`config.mk`:
```
export PLATFORM = sky130hd
export DESIGN_NAME = seg_display_driver
export DESIGN_NICKNAME = d
export VERILOG_FILES = /design/src/rtl/seg_display_driver.sv
export SDC_FILE = /design/constraint.sdc
export NUM_CORES = 1
export LEC_CHECK = 0
export ABC_CLOCK_PERIOD_IN_PS = 2390
export CAP_MARGIN = 30
export CORE_MARGIN = 2
export CORE_UTILIZATION = 40
export DETAILED_ROUTE_END_ITERATION = 8
export DONT_BUFFER_PORTS = 1
export PLACE_DENSITY_LB_ADDON = 0.08
export REMOVE_ABC_BUFFERS = 1
export SYNTH_ARGS = -nofsm -noshare
export SYNTH_HDL_FRONTEND = slang
export SYNTH_SLANG_ARGS = --single-unit
```
`constraint.sdc`:
```
create_clock -name clk -period 2.39 [get_ports clk]
set_input_delay 0.478 -clock clk [delete_from_list [all_inputs] [get_ports clk]]
set_output_delay 0.478 -clock clk [all_outputs]
set_load 0.01 [all_outputs]
```
`src/rtl/seg_display_driver.sv`:
```
// Eight-digit multiplexed 7-segment driver with a serial double-dabble converter.
// Define LEADING_ZERO_BLANK_EN to blank leading zero digits.
`timescale 1ns/1ps
module seg_display_driver #(
    parameter int REFRESH_DIV = 100_000
) (
    input  logic        clk,
    input  logic        rst_n,
    input  logic [31:0] displayedNum,
    output logic [7:0]  an,
    output logic [6:0]  seg,
    output logic        dp,
    output logic        busy,
    output logic        ovf
);

    localparam int CW = $clog2(REFRESH_DIV);

    typedef enum logic [1:0] {IDLE, CONVERT, COMMIT} state_t;

    state_t        state_q, state_d;
    logic [31:0]   val_q, cap_q, committed_q, digits_q;
    logic [39:0]   bcd_q, bcd_next;
    logic [4:0]    iter_q;
    logic          ovf_q;
    logic [CW-1:0] rcnt_q;
    logic [2:0]    idx_q;
    logic [3:0]    nib, cur;
    logic [7:0]    blank;
    logic          mismatch;

    assign mismatch = (displayedNum != committed_q);

    always_ff @(posedge clk or negedge rst_n) begin
        if (!rst_n) state_q <= IDLE;
        else        state_q <= state_d;
    end

    always_comb begin
        state_d = state_q;
        case (state_q)
            IDLE:    if (mismatch) state_d = CONVERT;
            CONVERT: if (iter_q == 5'd31) state_d = COMMIT;
            COMMIT:  state_d = IDLE;
            default: state_d = IDLE;
        endcase
    end

    // One double-dabble step: add 3 to nibbles >= 5, then shift in the next bit.
    always_comb begin
        bcd_next    = '0;
        bcd_next[0] = cap_q[31];
        nib         = '0;
        for (int i = 0; i < 9; i++) begin
            nib = bcd_q[4*i +: 4];
            if (nib >= 4'd5) nib = nib + 4'd3;
            bcd_next[4*i+1 +: 4] = nib;
        end
        nib = bcd_q[39:36];
        if (nib >= 4'd5) nib = nib + 4'd3;
        bcd_next[39:37] = nib[2:0];
    end

    always_ff @(posedge clk or negedge rst_n) begin
        if (!rst_n) begin
            val_q       <= '0;
            cap_q       <= '0;
            bcd_q       <= '0;
            iter_q      <= '0;
            committed_q <= '0;
            digits_q    <= '0;
            ovf_q       <= 1'b0;
        end else begin
            case (state_q)
                IDLE: begin
                    if (mismatch) begin
                        val_q  <= displayedNum;
                        cap_q  <= displayedNum;
                        bcd_q  <= '0;
                        iter_q <= '0;
                    end
                end
                CONVERT: begin
                    bcd_q  <= bcd_next;
                    cap_q  <= {cap_q[30:0], 1'b0};
                    iter_q <= iter_q + 5'd1;
                end
                COMMIT: begin
                    digits_q    <= bcd_q[31:0];
                    committed_q <= val_q;
                    ovf_q       <= |bcd_q[39:32];
                end
                default: ;
            endcase
        end
    end

    always_ff @(posedge clk or negedge rst_n) begin
        if (!rst_n) begin
            rcnt_q <= '0;
            idx_q  <= '0;
        end else if (rcnt_q == CW'(REFRESH_DIV - 1)) begin
            rcnt_q <= '0;
            idx_q  <= idx_q + 3'd1;
        end else begin
            rcnt_q <= rcnt_q + CW'(1);
        end
    end

`ifdef LEADING_ZERO_BLANK_EN
    logic run;
    always_comb begin
        blank = '0;
        run   = 1'b1;
        for (int k = 7; k >= 1; k--) begin
            run      = run & (digits_q[4*k +: 4] == 4'd0);
            blank[k] = run;
        end
    end
`else
    assign blank = '0;
`endif

    function automatic logic [6:0] enc(input logic [3:0] d);
        case (d)
            4'd0:    enc = 7'h40;
            4'd1:    enc = 7'h79;
            4'd2:    enc = 7'h24;
            4'd3:    enc = 7'h30;
            4'd4:    enc = 7'h19;
            4'd5:    enc = 7'h12;
            4'd6:    enc = 7'h02;
            4'd7:    enc = 7'h78;
            4'd8:    enc = 7'h00;
            4'd9:    enc = 7'h10;
            default: enc = 7'h7F;
        endcase
    endfunction

    assign cur  = digits_q[{idx_q, 2'b00} +: 4];
    assign an   = ~(8'd1 << idx_q);
    assign seg  = ovf_q ? 7'h3F : (blank[idx_q] ? 7'h7F : enc(cur));
    assign dp   = 1'b1;
    assign busy = (state_q != IDLE);
    assign ovf  = ovf_q;

endmodule

```
==> impl_metrics.json <==
{
  "status": "complete, but fails checks",
  "violations": "hold timing, setup timing",
  "cts_made_buffers": 17,
  "overflow": 0,
  "stdcell_count": 1287,
  "wl_met2_um": 11350,
  "synthToLayoutAreaGrowth_pct": 13.33,
  "dp.cells": 1248,
  "synth.largest_area_cell": "dfrtp_1",
  "fmax_mhz": 329.4,
  "r2r_end": "cap_q[7]",
  "path_max_fanout": 7,
  "fin_crit_sh_pct": 127.0,
  "slew_viol_final": 0,
  "peakVddDrop_mv": 0.6240,
  "wl_met1_um": 9916,
  "drc": 0,
  "synth-seq-cells": 196,
  "top_layer_used": "met4",
  "dr.pass1.iters": 4,
  "antenna_found_initial": 0,
  "yosysSeqAreaShare_pct": 49.38,
  "track_usage_pct": 17.82,
  "hold_slack_ps": -263.2,
  "dr_total_vias": 6868,
  "hpwlAfterDp_um": 15070,
  "die_w_um": 161.6,
  "gp_congestion": 0.8211,
  "setup_ws_ps": -645.8,
  "fillers": 2242,
  "clkTransAtPathRegs_ps": 80,
  "synth_ff_type": "dfrtp_1",
  "slew_headroom_pct": 58.62,
  "initial_utilization_pct": 40.84,
  "path_class": "register to output pin",
  "clockBufferDepth": 2,
  "ys_types": 49,
  "numPortBuffers": 0,
  "finClkSkew_ps": 15.12,
  "start_kind": "register",
  "seq_area_um2": 4908,
  "core_um2": 24320,
  "cts.sinks": 196,
  "io_pins": 52,
  "syn_inst": 935,
  "r2r_cells": 7,
  "ys_warn_count": 0,
  "p_leak_uw": 0.004902,
  "clk_latency_ps": 430,
  "r2r_start": "committed_q[3]",
  "setup_tns_ps": -4052,
  "synth_area_leaders": "dfrtp_1 49%, mux2_2 7.4%, nand2_1 5.0%",
  "nets": 1021,
  "required_ps": 1910,
  "drtIter0Drc": 376,
  "grt_pass1_vias": 7035,
  "route.met3.wl_um": 781,
  "htreeDepth": 4,
  "via_per_inst": 5.336,
  "cts_root_buf": "clkbuf_16",
  "synth_top_area_share_pct": 49.38,
  "fp-row-count": 57,
  "grt_max_degree": 197,
  "multi_input_comb_area_um2": 4785,
  "wl_per_cell_um": 17.40,
  "tightest_slew_ps": 618.4,
  "critPathCaptureType": "output pin",
  "ant_nets": 0,
  "layout-drive-gt1-share_pct": 18.59,
  "cts_tree": "yes",
  "setup_viol": 7,
  "p_per_area_nw_per_um2": 761.4,
  "min_path_type": "input pin to async pin",
  "min_period_ps": 3036,
  "cp.arrival_ps": 2560,
  "grt_pass1_wl_um": 37100,
  "r2r_setup_slack_ps": 130,
  "power_uw": 8570,
  "insertedDiodeCount": 0,
  "synthArstFlopShare_pct": 100.0,
  "postLayoutCoreUtil_pct": 46.28,
  "synth_area_um2": 9932,
  "die_h_um": 161.6,
  "routed_wl_um": 22400,
  "die-area_um2": 26110,
  "rsz0062_at_grt": "true",
  "synth_edf_count": 0,
  "syn_avg_cell_area_um2": 10.62,
  "cap_violations": 0,
  "hold_viol": 196
}
[Yosys cell counts (all sizes together), types with 12 or more instances]
cell type	number
xnor2	27
nand2	133
a221o	27
a22o	12
o22ai	22
inv	34
mux2	75
dfrtp	196
nor2b	32
clkbuf	27
o21ai	73
ha	37
xor2	40
a21oi	25
buf	24
nand3	12
nor2	40
[report_power, final]
part	switching, uW	internal [uW]	total [uW]
clock network	1380	1390	2780
logic	824	917	1740
registers	334	3720	4050
[registers in the layout, summed over array words and instances, names as in the netlist]
register,count
idx_q,3
digits_q,32
cap_q,32
state_q,2
ovf,1
bcd_q,40
iter_q,5
committed_q,32
val_q,32
rcnt_q,17
[cells in the final DEF, fill, tap and decap left out, types with 9 or more instances in the layout]
| cell | synthesis | layout |
|---|---|---|
| a21o_1 | 10 | 10 |
| a21oi_1 | 24 | 23 |
| a221o_1 | 27 | 27 |
| a22o_1 | 12 | 12 |
| buf_4 | 2 | 37 |
| clkbuf_16 | 0 | 17 |
| dfrtp_1 | 196 | 193 |
| ha_1 | 37 | 32 |
| inv_1 | 34 | 32 |
| mux2_1 | 10 | 10 |
| mux2_2 | 65 | 64 |
| nand2_1 | 133 | 132 |
| nand2b_1 | 11 | 10 |
| nand3_1 | 12 | 12 |
| nand4_1 | 9 | 9 |
| nor2_1 | 40 | 37 |
| nor2b_1 | 32 | 31 |
| nor3_1 | 11 | 11 |
| o21ai_0 | 73 | 71 |
| o22ai_1 | 22 | 22 |
| xnor2_1 | 27 | 27 |
| xor2_1 | 40 | 40 |
[worst max path at each step]
stage / to / cells past startpoint / slack, ps / start
detailed placement: seg[6] / 9 / -320 / idx_q[0]
global placement: seg[6] / 9 / -160 / idx_q[0]
finish: seg[6] / 8 / -650 / idx_q[0]
CTS: seg[2] / 8 / -610 / idx_q[0]
global route: seg[6] / 8 / -770 / idx_q[0]
floorplan: committed_q[0] / 3 / -1590 / state_q[0]
[kinds of logic (layout without fill, tap and decap cells)]
group	after synthesis	count (layout)	synth area share, %
simple gates	271	271	12.66
flops	196	196	49.38
compound gates	187	187	12.32
mux	90	90	11.06
buf+inv	86	114	3.968
xor+xnor	67	67	5.908
fa+ha+maj	37	37	4.661
other cells	1	1	0.03776
[metal layers]
layer,up-vias,GRT usage [%]
met5,-,0
met4,0,4.830
met3,17,4.237
met2,91,30.89
met1,3472,22.30
li1,3288,-
[critical path: stages (launching register included)]
cell	delay, ps
dfrtp_2	460
mux4_2	520
mux2i_1	170
buf_4	160
clkinvlp_4	180
ha_4	220
mux2i_4	160
a211oi_2	100
buf_4	150
[layout make-up]
type	instances	share of cell area (%)
tap	324	3.602
timing repair buffer	47	4.013
clock buffer	18	3.813
clock inverter	14	1.234
multi-input combinational	653	42.51
sequential	196	43.61
inverter	35	1.223
[per-stage QoR]
| step | instance area [um2] | setup WS (ps) |
|---|---|---|
| CTS | 11110 | -614.2 |
| finish | 11260 | -645.8 |
| global placement | 10470 | -156.4 |
| global route | 11260 | -768.1 |
| detailed placement | 10470 | -317.5 |
| floorplan | 9669 | -1594 |
[what timing repair did]
action / CTS / global route
endpoints found under the setup margin: 7 / 7
setup buffers: 2 / 5
gates resized for setup: 14 / 20
hold endpoints to repair: 196 / 196
pin swaps: 2 / 4
(Power assumes the default switching activity.)
